`config.mk`:
```
export PLATFORM = sky130hd
export DESIGN_NAME = alu_exec_unit_flat
export DESIGN_NICKNAME = d
export VERILOG_FILES = /design/src/rtl/alu_pkg.sv /design/src/rtl/alu_exec_unit_if.sv /design/src/rtl/alu_seq_multiplier.sv /design/src/rtl/alu_exec_unit.sv /design/src/flat_wrapper.sv
export SDC_FILE = /design/constraint.sdc
export NUM_CORES = 1
export LEC_CHECK = 0
export BUFFER_PORTS_ARGS = -buffer_cell sky130_fd_sc_hd__buf_4
export CAP_MARGIN = 20
export CORE_MARGIN = 1
export CORE_UTILIZATION = 50
export DETAILED_ROUTE_END_ITERATION = 7
export HOLD_SLACK_MARGIN = 0.1
export PLACE_DENSITY = 0.72
export SYNTH_ARGS = -nofsm -noshare
export SYNTH_HDL_FRONTEND = slang
export SYNTH_SLANG_ARGS = --single-unit
```
`constraint.sdc`:
```
create_clock -name clk -period 6.2 [get_ports clk]
set_input_delay 0.31 -clock clk [delete_from_list [all_inputs] [get_ports clk]]
set_output_delay 0.31 -clock clk [all_outputs]
set_load 0.01 [all_outputs]
```
`src/rtl/alu_pkg.sv`:
```
// alu_pkg: opcode map, FSM states and opcode helpers shared by the execute ALU and the control decoder.
package alu_pkg;

    typedef enum logic [5:0] {
        ALU_AND     = 6'b000000,
        ALU_OR      = 6'b000001,
        ALU_ADD     = 6'b000010,
        ALU_SUB     = 6'b000110,
        ALU_XOR     = 6'b000111,
        ALU_SLTU    = 6'b001001,
        ALU_SLT     = 6'b001010,
        ALU_SLL     = 6'b001011,
        ALU_SRL     = 6'b001100,
        ALU_SRA     = 6'b001101,
        ALU_MUL     = 6'b010000,
        ALU_MULH    = 6'b010001,
        ALU_MULHSU  = 6'b010010,
        ALU_MULHU   = 6'b010011,
        ALU_ILLEGAL = 6'b111111
    } alu_op_e;

    typedef enum logic [1:0] {IDLE, MUL, HOLD} state_e;

    function automatic logic is_mul_op(input logic [5:0] op);
        return op[5:2] == 4'b0100;
    endfunction

endpackage

```
`src/rtl/alu_exec_unit_if.sv`:
```
// alu_exec_unit_if: operand-in / result-out handshake bundle of the execute ALU.
interface alu_exec_unit_if #(
    parameter int XLEN  = 32,
    parameter int TAG_W = 5
);
    logic             in_valid;
    logic             in_ready;
    logic [5:0]       alu_operation;
    logic [XLEN-1:0]  rs1;
    logic [XLEN-1:0]  rs2;
    logic [TAG_W-1:0] in_tag;
    logic             out_valid;
    logic             out_ready;
    logic [XLEN-1:0]  out_result;
    logic [TAG_W-1:0] out_tag;
    logic             out_illegal;

    modport master (
        output in_valid, alu_operation, rs1, rs2, in_tag, out_ready,
        input  in_ready, out_valid, out_result, out_tag, out_illegal
    );

    modport slave (
        input  in_valid, alu_operation, rs1, rs2, in_tag, out_ready,
        output in_ready, out_valid, out_result, out_tag, out_illegal
    );
endinterface

```
`src/rtl/alu_seq_multiplier.sv`:
```
// alu_seq_multiplier: shift-add multiplier on operand magnitudes, sign restored on the product.
// ALU_MUL_EARLY_OUT_EN stops once the remaining multiplier magnitude is zero.
module alu_seq_multiplier import alu_pkg::*; #(
    parameter int XLEN = 32
) (
    input  logic              clk,
    input  logic              rst,
    input  logic              start_i,
    input  logic              kill_i,
    input  logic              a_signed_i,
    input  logic              b_signed_i,
    input  logic [XLEN-1:0]   a_i,
    input  logic [XLEN-1:0]   b_i,
    output logic              done_o,
    output logic              skip_o,
    output logic [2*XLEN-1:0] product_o
);
    localparam int CW = $clog2(XLEN);

    logic              run_q, neg_q;
    logic [2*XLEN-1:0] mcand_q, acc_q, acc_d;
    logic [XLEN-1:0]   mplier_q, a_mag, b_mag;
    logic [CW-1:0]     cnt_q;
    logic              a_neg, b_neg;

    assign a_neg = a_signed_i && a_i[XLEN-1];
    assign b_neg = b_signed_i && b_i[XLEN-1];
    assign a_mag = a_neg ? -a_i : a_i;
    assign b_mag = b_neg ? -b_i : b_i;
    // acc_d settles to acc_q once the run ends, so the product stays stable while held
    assign acc_d     = acc_q + ((run_q && mplier_q[0]) ? mcand_q : '0);
    assign product_o = neg_q ? -acc_d : acc_d;

`ifdef ALU_MUL_EARLY_OUT_EN
    assign done_o = run_q && (cnt_q == CW'(XLEN-1) || mplier_q[XLEN-1:1] == '0);
    assign skip_o = b_i == '0;
`else
    assign done_o = run_q && cnt_q == CW'(XLEN-1);
    assign skip_o = 1'b0;
`endif

    always_ff @(posedge clk or posedge rst) begin
        if (rst) begin
            run_q    <= 1'b0;
            neg_q    <= 1'b0;
            mcand_q  <= '0;
            mplier_q <= '0;
            acc_q    <= '0;
            cnt_q    <= '0;
        end else if (start_i) begin
            run_q    <= 1'b1;
            neg_q    <= a_neg ^ b_neg;
            mcand_q  <= {{XLEN{1'b0}}, a_mag};
            mplier_q <= b_mag;
            acc_q    <= '0;
            cnt_q    <= '0;
        end else if (run_q) begin
            run_q    <= !done_o && !kill_i;
            acc_q    <= acc_d;
            mcand_q  <= mcand_q << 1;
            mplier_q <= mplier_q >> 1;
            cnt_q    <= cnt_q + 1'b1;
        end
    end
endmodule

```
`src/rtl/alu_exec_unit.sv`:
```
// alu_exec_unit: execute-stage ALU, one-cycle integer ops plus iterative MUL family behind a one-deep output register.
// ALU_MUL_EARLY_OUT_EN enables early termination of multiplies.
module alu_exec_unit import alu_pkg::*; #(
    parameter int XLEN  = 32,
    parameter int TAG_W = 5
) (
    input  logic            clk,
    input  logic            rst,
    input  logic            flush,
    output logic            busy,
    alu_exec_unit_if.slave  io
);
    localparam int SW = $clog2(XLEN);

    state_e            state_q, state_d;
    logic              out_valid_q, out_valid_d, out_illegal_q, out_illegal_d;
    logic [XLEN-1:0]   out_result_q, out_result_d, alu_res, mul_res;
    logic [TAG_W-1:0]  out_tag_q, out_tag_d, mtag_q, mtag_d;
    logic [1:0]        mop_q, mop_d;
    logic [5:0]        op;
    logic [SW-1:0]     shamt;
    logic              alu_ill, is_mul, accept, free, mul_done, mul_skip, mul_start;
    logic [2*XLEN-1:0] product;

    assign op          = io.alu_operation;
    assign shamt       = io.rs2[SW-1:0];
    assign is_mul      = is_mul_op(op);
    assign free        = !out_valid_q || io.out_ready;
    assign io.in_ready = state_q == IDLE && free;
    assign accept      = io.in_valid && io.in_ready && !flush;
    assign mul_start   = accept && is_mul && !mul_skip;
    assign mul_res     = mop_q == 2'b00 ? product[XLEN-1:0] : product[2*XLEN-1:XLEN];
    assign busy        = state_q == MUL;

    assign io.out_valid   = out_valid_q;
    assign io.out_result  = out_result_q;
    assign io.out_tag     = out_tag_q;
    assign io.out_illegal = out_illegal_q;

    alu_seq_multiplier #(.XLEN(XLEN)) u_mul (
        .clk        (clk),
        .rst        (rst),
        .start_i    (mul_start),
        .kill_i     (flush),
        .a_signed_i (op == ALU_MULH || op == ALU_MULHSU),
        .b_signed_i (op == ALU_MULH),
        .a_i        (io.rs1),
        .b_i        (io.rs2),
        .done_o     (mul_done),
        .skip_o     (mul_skip),
        .product_o  (product)
    );

    always_comb begin
        alu_res = '0;
        alu_ill = 1'b0;
        case (op)
            ALU_AND:  alu_res = io.rs1 & io.rs2;
            ALU_OR:   alu_res = io.rs1 | io.rs2;
            ALU_ADD:  alu_res = io.rs1 + io.rs2;
            ALU_SUB:  alu_res = io.rs1 - io.rs2;
            ALU_XOR:  alu_res = io.rs1 ^ io.rs2;
            ALU_SLTU: alu_res = {{(XLEN-1){1'b0}}, io.rs1 < io.rs2};
            ALU_SLT:  alu_res = {{(XLEN-1){1'b0}}, $signed(io.rs1) < $signed(io.rs2)};
            ALU_SLL:  alu_res = io.rs1 << shamt;
            ALU_SRL:  alu_res = io.rs1 >> shamt;
            ALU_SRA:  alu_res = $signed(io.rs1) >>> shamt;
            ALU_MUL, ALU_MULH, ALU_MULHSU, ALU_MULHU: alu_res = '0;
            default:  alu_ill = 1'b1;
        endcase
    end

    always_comb begin
        state_d       = state_q;
        out_valid_d   = out_valid_q && !io.out_ready;
        out_result_d  = out_result_q;
        out_tag_d     = out_tag_q;
        out_illegal_d = out_illegal_q;
        mop_d         = mop_q;
        mtag_d        = mtag_q;
        if (flush) begin
            state_d     = IDLE;
            out_valid_d = 1'b0;
        end else begin
            case (state_q)
                IDLE: if (accept) begin
                    if (mul_start) begin
                        state_d = MUL;
                        mop_d   = op[1:0];
                        mtag_d  = io.in_tag;
                    end else begin
                        out_valid_d   = 1'b1;
                        out_result_d  = is_mul ? '0 : alu_res;
                        out_tag_d     = io.in_tag;
                        out_illegal_d = alu_ill;
                    end
                end
                MUL, HOLD: if (state_q == HOLD || mul_done) begin
                    // product stays valid in the multiplier until the output register frees up
                    state_d       = free ? IDLE : HOLD;
                    out_valid_d   = free ? 1'b1 : out_valid_d;
                    out_result_d  = free ? mul_res : out_result_q;
                    out_tag_d     = free ? mtag_q : out_tag_q;
                    out_illegal_d = free ? 1'b0 : out_illegal_q;
                end
                default: state_d = IDLE;
            endcase
        end
    end

    always_ff @(posedge clk or posedge rst) begin
        if (rst) begin
            state_q       <= IDLE;
            out_valid_q   <= 1'b0;
            out_result_q  <= '0;
            out_tag_q     <= '0;
            out_illegal_q <= 1'b0;
            mop_q         <= '0;
            mtag_q        <= '0;
        end else begin
            state_q       <= state_d;
            out_valid_q   <= out_valid_d;
            out_result_q  <= out_result_d;
            out_tag_q     <= out_tag_d;
            out_illegal_q <= out_illegal_d;
            mop_q         <= mop_d;
            mtag_q        <= mtag_d;
        end
    end
endmodule

```
`src/flat_wrapper.sv`:
```
// flat-port wrapper written by rule: the top's interface ports become plain ports
module alu_exec_unit_flat import alu_pkg::*;
#(
    parameter int XLEN  = 32,
    parameter int TAG_W = 5
)
  (clk, rst, flush, busy, io_in_valid, io_alu_operation, io_rs1, io_rs2, io_in_tag, io_out_ready, io_in_ready, io_out_valid, io_out_result, io_out_tag, io_out_illegal);
  alu_exec_unit_if #(.XLEN(XLEN), .TAG_W(TAG_W)) io_i ();
  input  logic clk;
  input  logic rst;
  input  logic flush;
  output logic busy;
  input wire logic [$bits(io_i.in_valid)-1:0] io_in_valid;
  input wire logic [$bits(io_i.alu_operation)-1:0] io_alu_operation;
  input wire logic [$bits(io_i.rs1)-1:0] io_rs1;
  input wire logic [$bits(io_i.rs2)-1:0] io_rs2;
  input wire logic [$bits(io_i.in_tag)-1:0] io_in_tag;
  input wire logic [$bits(io_i.out_ready)-1:0] io_out_ready;
  output wire logic [$bits(io_i.in_ready)-1:0] io_in_ready;
  output wire logic [$bits(io_i.out_valid)-1:0] io_out_valid;
  output wire logic [$bits(io_i.out_result)-1:0] io_out_result;
  output wire logic [$bits(io_i.out_tag)-1:0] io_out_tag;
  output wire logic [$bits(io_i.out_illegal)-1:0] io_out_illegal;
  assign io_i.in_valid = io_in_valid;
  assign io_i.alu_operation = io_alu_operation;
  assign io_i.rs1 = io_rs1;
  assign io_i.rs2 = io_rs2;
  assign io_i.in_tag = io_in_tag;
  assign io_i.out_ready = io_out_ready;
  assign io_in_ready = io_i.in_ready;
  assign io_out_valid = io_i.out_valid;
  assign io_out_result = io_i.out_result;
  assign io_out_tag = io_i.out_tag;
  assign io_out_illegal = io_i.out_illegal;
  alu_exec_unit #(.XLEN(XLEN), .TAG_W(TAG_W)) u_core (.clk(clk), .rst(rst), .flush(flush), .busy(busy), .io(io_i));
endmodule
```
==> reports/results.md <==
| Metric | Value |
|---|---|
| Result of the run | finished with violations |
| Failing checks | DRC |
| Mapped cell area | 26500 sq um |
| CORE AREA | 51800 sq um |
| Sequential fraction of design power | 0.300 |
| Fraction of layout cells with a size suffix above 1 | 0.116 |
| Die height | 232 microns |
| Setup repair after global routing missed its margin | false |
| Maximum vdd drop | 206 uV |
| Number of buffers inserted by post-CTS setup repair | 0 |
| Number of buffers on the longest clock path | 3 |
| CTS H-Tree Depth | 1 |
| HPWL Detailed | 84.4 mm |
| Pin count of the biggest net entering global routing | 169 |
| Count of routing violations after the opening detailed-route iteration | 3582 |
| Die width | 232 microns |
| Total clock buffers created by CTS | 26 |
| Launch instance of the worst min-delay path | io_rs2[13] |
| Antenna fix cells | 0 |
| Final weighted congestion in routability-driven placement | 1.06 |
| R2R cell count | 15 |
| Internal Pwr Total | 4.58 mW |
| Proportion of power drawn by combinational gates | 0.510 |
| Number of remaining DRC errors | 7 |
| Drt pass-1 iters | 8 |
| Initial antenna violation count | 1 |
| Reported max-cap violation count | 0 |
| Startpoint class of the critical path | flop |
| Yosys warning total | 0 |
| Global-route wire length before repair | 166 mm |
| Effective utilization at floorplan | 0.511 |
| Post-route standard cell area excluding fillers | 29000 sq um |
| Most common library cell in the layout ignoring fill and taps | nor2_1 |
| Most common flop cell mapped by yosys | dfrtp_1 |
| Startpoint of the worst setup timing path | u_core.u_mul.run_q$_DFF_PP0_ |
| Max-slew headroom at the worst pin | 0.269 |
| Crit Path Class | reg2reg |
| Synthesis-to-layout area growth | 9.63% |
| Slew at the pin closest to its max-slew limit | 1.09 ns |
| HP Class | in2reg |
| Number of synthesized register bits | 215 |
| Hold path cells | 4 |
| All-layer global routing usage | 0.400 |
| Sum of negative setup slack | 0 ns |
| Data arrival time of the critical path | 6.31 ns |
| I/O pin count | 121 |
| Vias/cell | 6.85 |
| Placed inst area | 28000 sq um |
| Proportion of power drawn by the clock network | 0.190 |
| Final max-slew violation count | 0 |
| TritonCTS clock tree | built |
| Remaining antenna violation count | 0 |
| Clk slew on worst S/H paths | 0.06 ns |
| Fmax | 172 MHz |
| Endpoint type of the worst setup path | flop |
| Crit path time final | 5.82 ns |
| Root cell of the clock tree | clkbuf_16 |
| Clock latency on the worst-skew pair | 0.58 ns |
| Worst-path fanout max | 34 |
| Synthesized Nets | 3735 |
| Site Rows | 83 |
| Count of different cell masters after synthesis | 116 |
| Average wire per cell in the routed design | 26.3 microns |
| Net switching share of the total power | 0.458 |
| Proportion of register bits with asynchronous set or reset after synthesis | 1.00 |
| Post-Synthesis Cells | 3482 |
| Crit share post-route | 0.938 |
| Sum of internal, switching and leakage power | 8.45 mW |
| Total die area | 53900 sq um |
| Vias in the first global route | 26977 |
| Number of nets in the final layout | 3756 |
| Leakage | 12.1 nW |
| Count of input and output buffers | 120 |
| Via Count | 28797 |
| Clk sink count | 215 |
| Final count of hold timing violations | 0 |
| Ratio of total power to cell area | 291 nW/um^2 |
| Setup violators final | 0 |
| Sequential area share after synthesis | 0.203 |
| Most used cells in the layout excluding fill and tap cells | 409 x nor2_1, 324 x nand2_1, 298 x a21oi_1, 290 x o21ai_0, 227 x buf_4 |
| Data required time at the worst endpoint | 6.69 ns |
| Number of enable flip-flop cells after synthesis | 0 |
| Origin of the critical flop-to-flop path | u_core.u_mul.run_q$_DFF_PP0_ |
| Total congestion overflow | 0 |
| Clk_skew | 0.0427 ns |
| Mapped Avg Cell Area | 7.60 sq um |
| Net switching power of the design | 3.87 mW |
| WL final | 110 mm |
[critical path, cell delays in order (launching register included)]
cell	delay, ns
dfrtp_4	0.55
buf_12	0.20
and3_1	0.20
ha_1	0.46
nand4_1	0.23
nor3_1	0.45
nand4b_1	0.16
a31oi_1	0.47
o21ai_0	0.19
and2_2	0.25
or4_4	0.53
or4_1	0.56
or4_4	0.61
or4_1	0.52
a21o_1	0.20
a41oi_2	0.17
[per-layer routing]
| layer | up-vias | wire [microns] | GRT usage |
|---|---|---|---|
| met5 | - | 8 | 0 |
| met3 | 439 | 10400 | 0.0641 |
| met2 | 1728 | 49000 | 0.631 |
| met4 | 2 | 9150 | 0.282 |
| li1 | 12989 | - | - |
| met1 | 13639 | 41900 | 0.497 |
[cells by family (layout without fill, tap and decap cells)]
family / Yosys count / count (layout) / share of synthesized area
flops: 215 / 215 / 0.203
mux: 268 / 268 / 0.125
xor+xnor: 132 / 132 / 0.0437
buf+inv: 379 / 419 / 0.0607
compound gates: 1108 / 1108 / 0.268
fa+ha+maj: 173 / 173 / 0.0826
simple gates: 1207 / 1207 / 0.217
[power by group through the flow]
| stage | registers (mW) | clock network [mW] | logic [mW] |
|---|---|---|---|
| detailed placement | 2.53 | 0 | 4.16 |
| finish | 2.53 | 1.61 | 4.31 |
| global route | 2.58 | 1.69 | 4.63 |
| floorplan | 2.33 | 0 | 2.79 |
| CTS | 2.52 | 1.63 | 4.18 |
| global placement | 2.52 | 0 | 4.11 |
[worst paths after layout]
kind                                                          to  slack (ns)
min in group asynchronous  u_core.u_mul.mplier_q[11]$_DFFE_PP0P_        0.37
max reg2reg                 u_core.io.out_result[27]$_DFFE_PP0P_        0.38
max                         u_core.io.out_result[27]$_DFFE_PP0P_        0.38
min reg2reg                 u_core.io.out_result[15]$_DFFE_PP0P_        0.49
min                        u_core.u_mul.mplier_q[13]$_DFFE_PP0P_        0.12
max in group asynchronous     u_core.u_mul.acc_q[45]$_DFFE_PP0P_        4.53
[synth_stat cells (19+ instances only)]
master    count  share of area
nor2_1      409          0.058
nand2_1     324          0.046
a21oi_1     298          0.056
o21ai_0     290          0.055
dfrtp_1     215           0.20
mux2i_1     201          0.076
clkbuf_1    193          0.027
ha_1        170          0.080
inv_1       130          0.018
xnor2_1      93          0.031
and3_1       82          0.019
nor3_1       81          0.015
nand3_1      52         0.0098
mux4_2       49          0.042
nand4_1      47          0.011
o31ai_1      46          0.013
o22ai_1      44          0.010
o211ai_1     42          0.012
a21o_1       41          0.012
a211oi_1     40          0.011
a31oi_1      39         0.0092
xor2_1       39          0.013
nor4_1       34         0.0080
buf_1        31         0.0044
or3_1        26         0.0061
a221oi_1     22         0.0073
a211o_1      20         0.0066
and2_1       20         0.0047
nand2b_1     20         0.0047
o21a_1       19         0.0054
[registers in the layout, summed over array words and instances (netlist names), 2 cells and up]
name	flops
u_core.io.out_tag	5
u_core.mtag_q	5
u_core.u_mul.cnt_q	5
u_core.mop_q	2
u_core.u_mul.mplier_q	32
u_core.io.out_result	32
u_core.state_q	2
u_core.u_mul.mcand_q	64
u_core.u_mul.acc_q	64
[area by class of cell]
cell class              instances  area, sq um
fillers                      5009        22800
multi-input cells            2888        19500
flip-flops and latches        215         5380
repair buffers                241         1880
well taps                     680          851
clock buffers                  35          734
inverters                     131          499
clock inverters                12          159
[through the flow]
step	worst slack, ns	hold slack [ns]	utilization	instances
finish	0.381	0.117	0.560	4202
detailed placement	0.514	0.404	0.541	4145
CTS	0.538	0.111	0.560	4202
global placement	0.585	0.399	0.541	4145
global route	0.166	0.133	0.560	4202
floorplan	0.0107	0.373	-	3482
[timing repair]
| action | CTS | global route |
|---|---|---|
| hold endpoints to repair | 86 | 0 |
| gates resized for setup | 0 | 0 |
| hold buffers | 10 | 0 |
(Power assumes the default switching activity.)
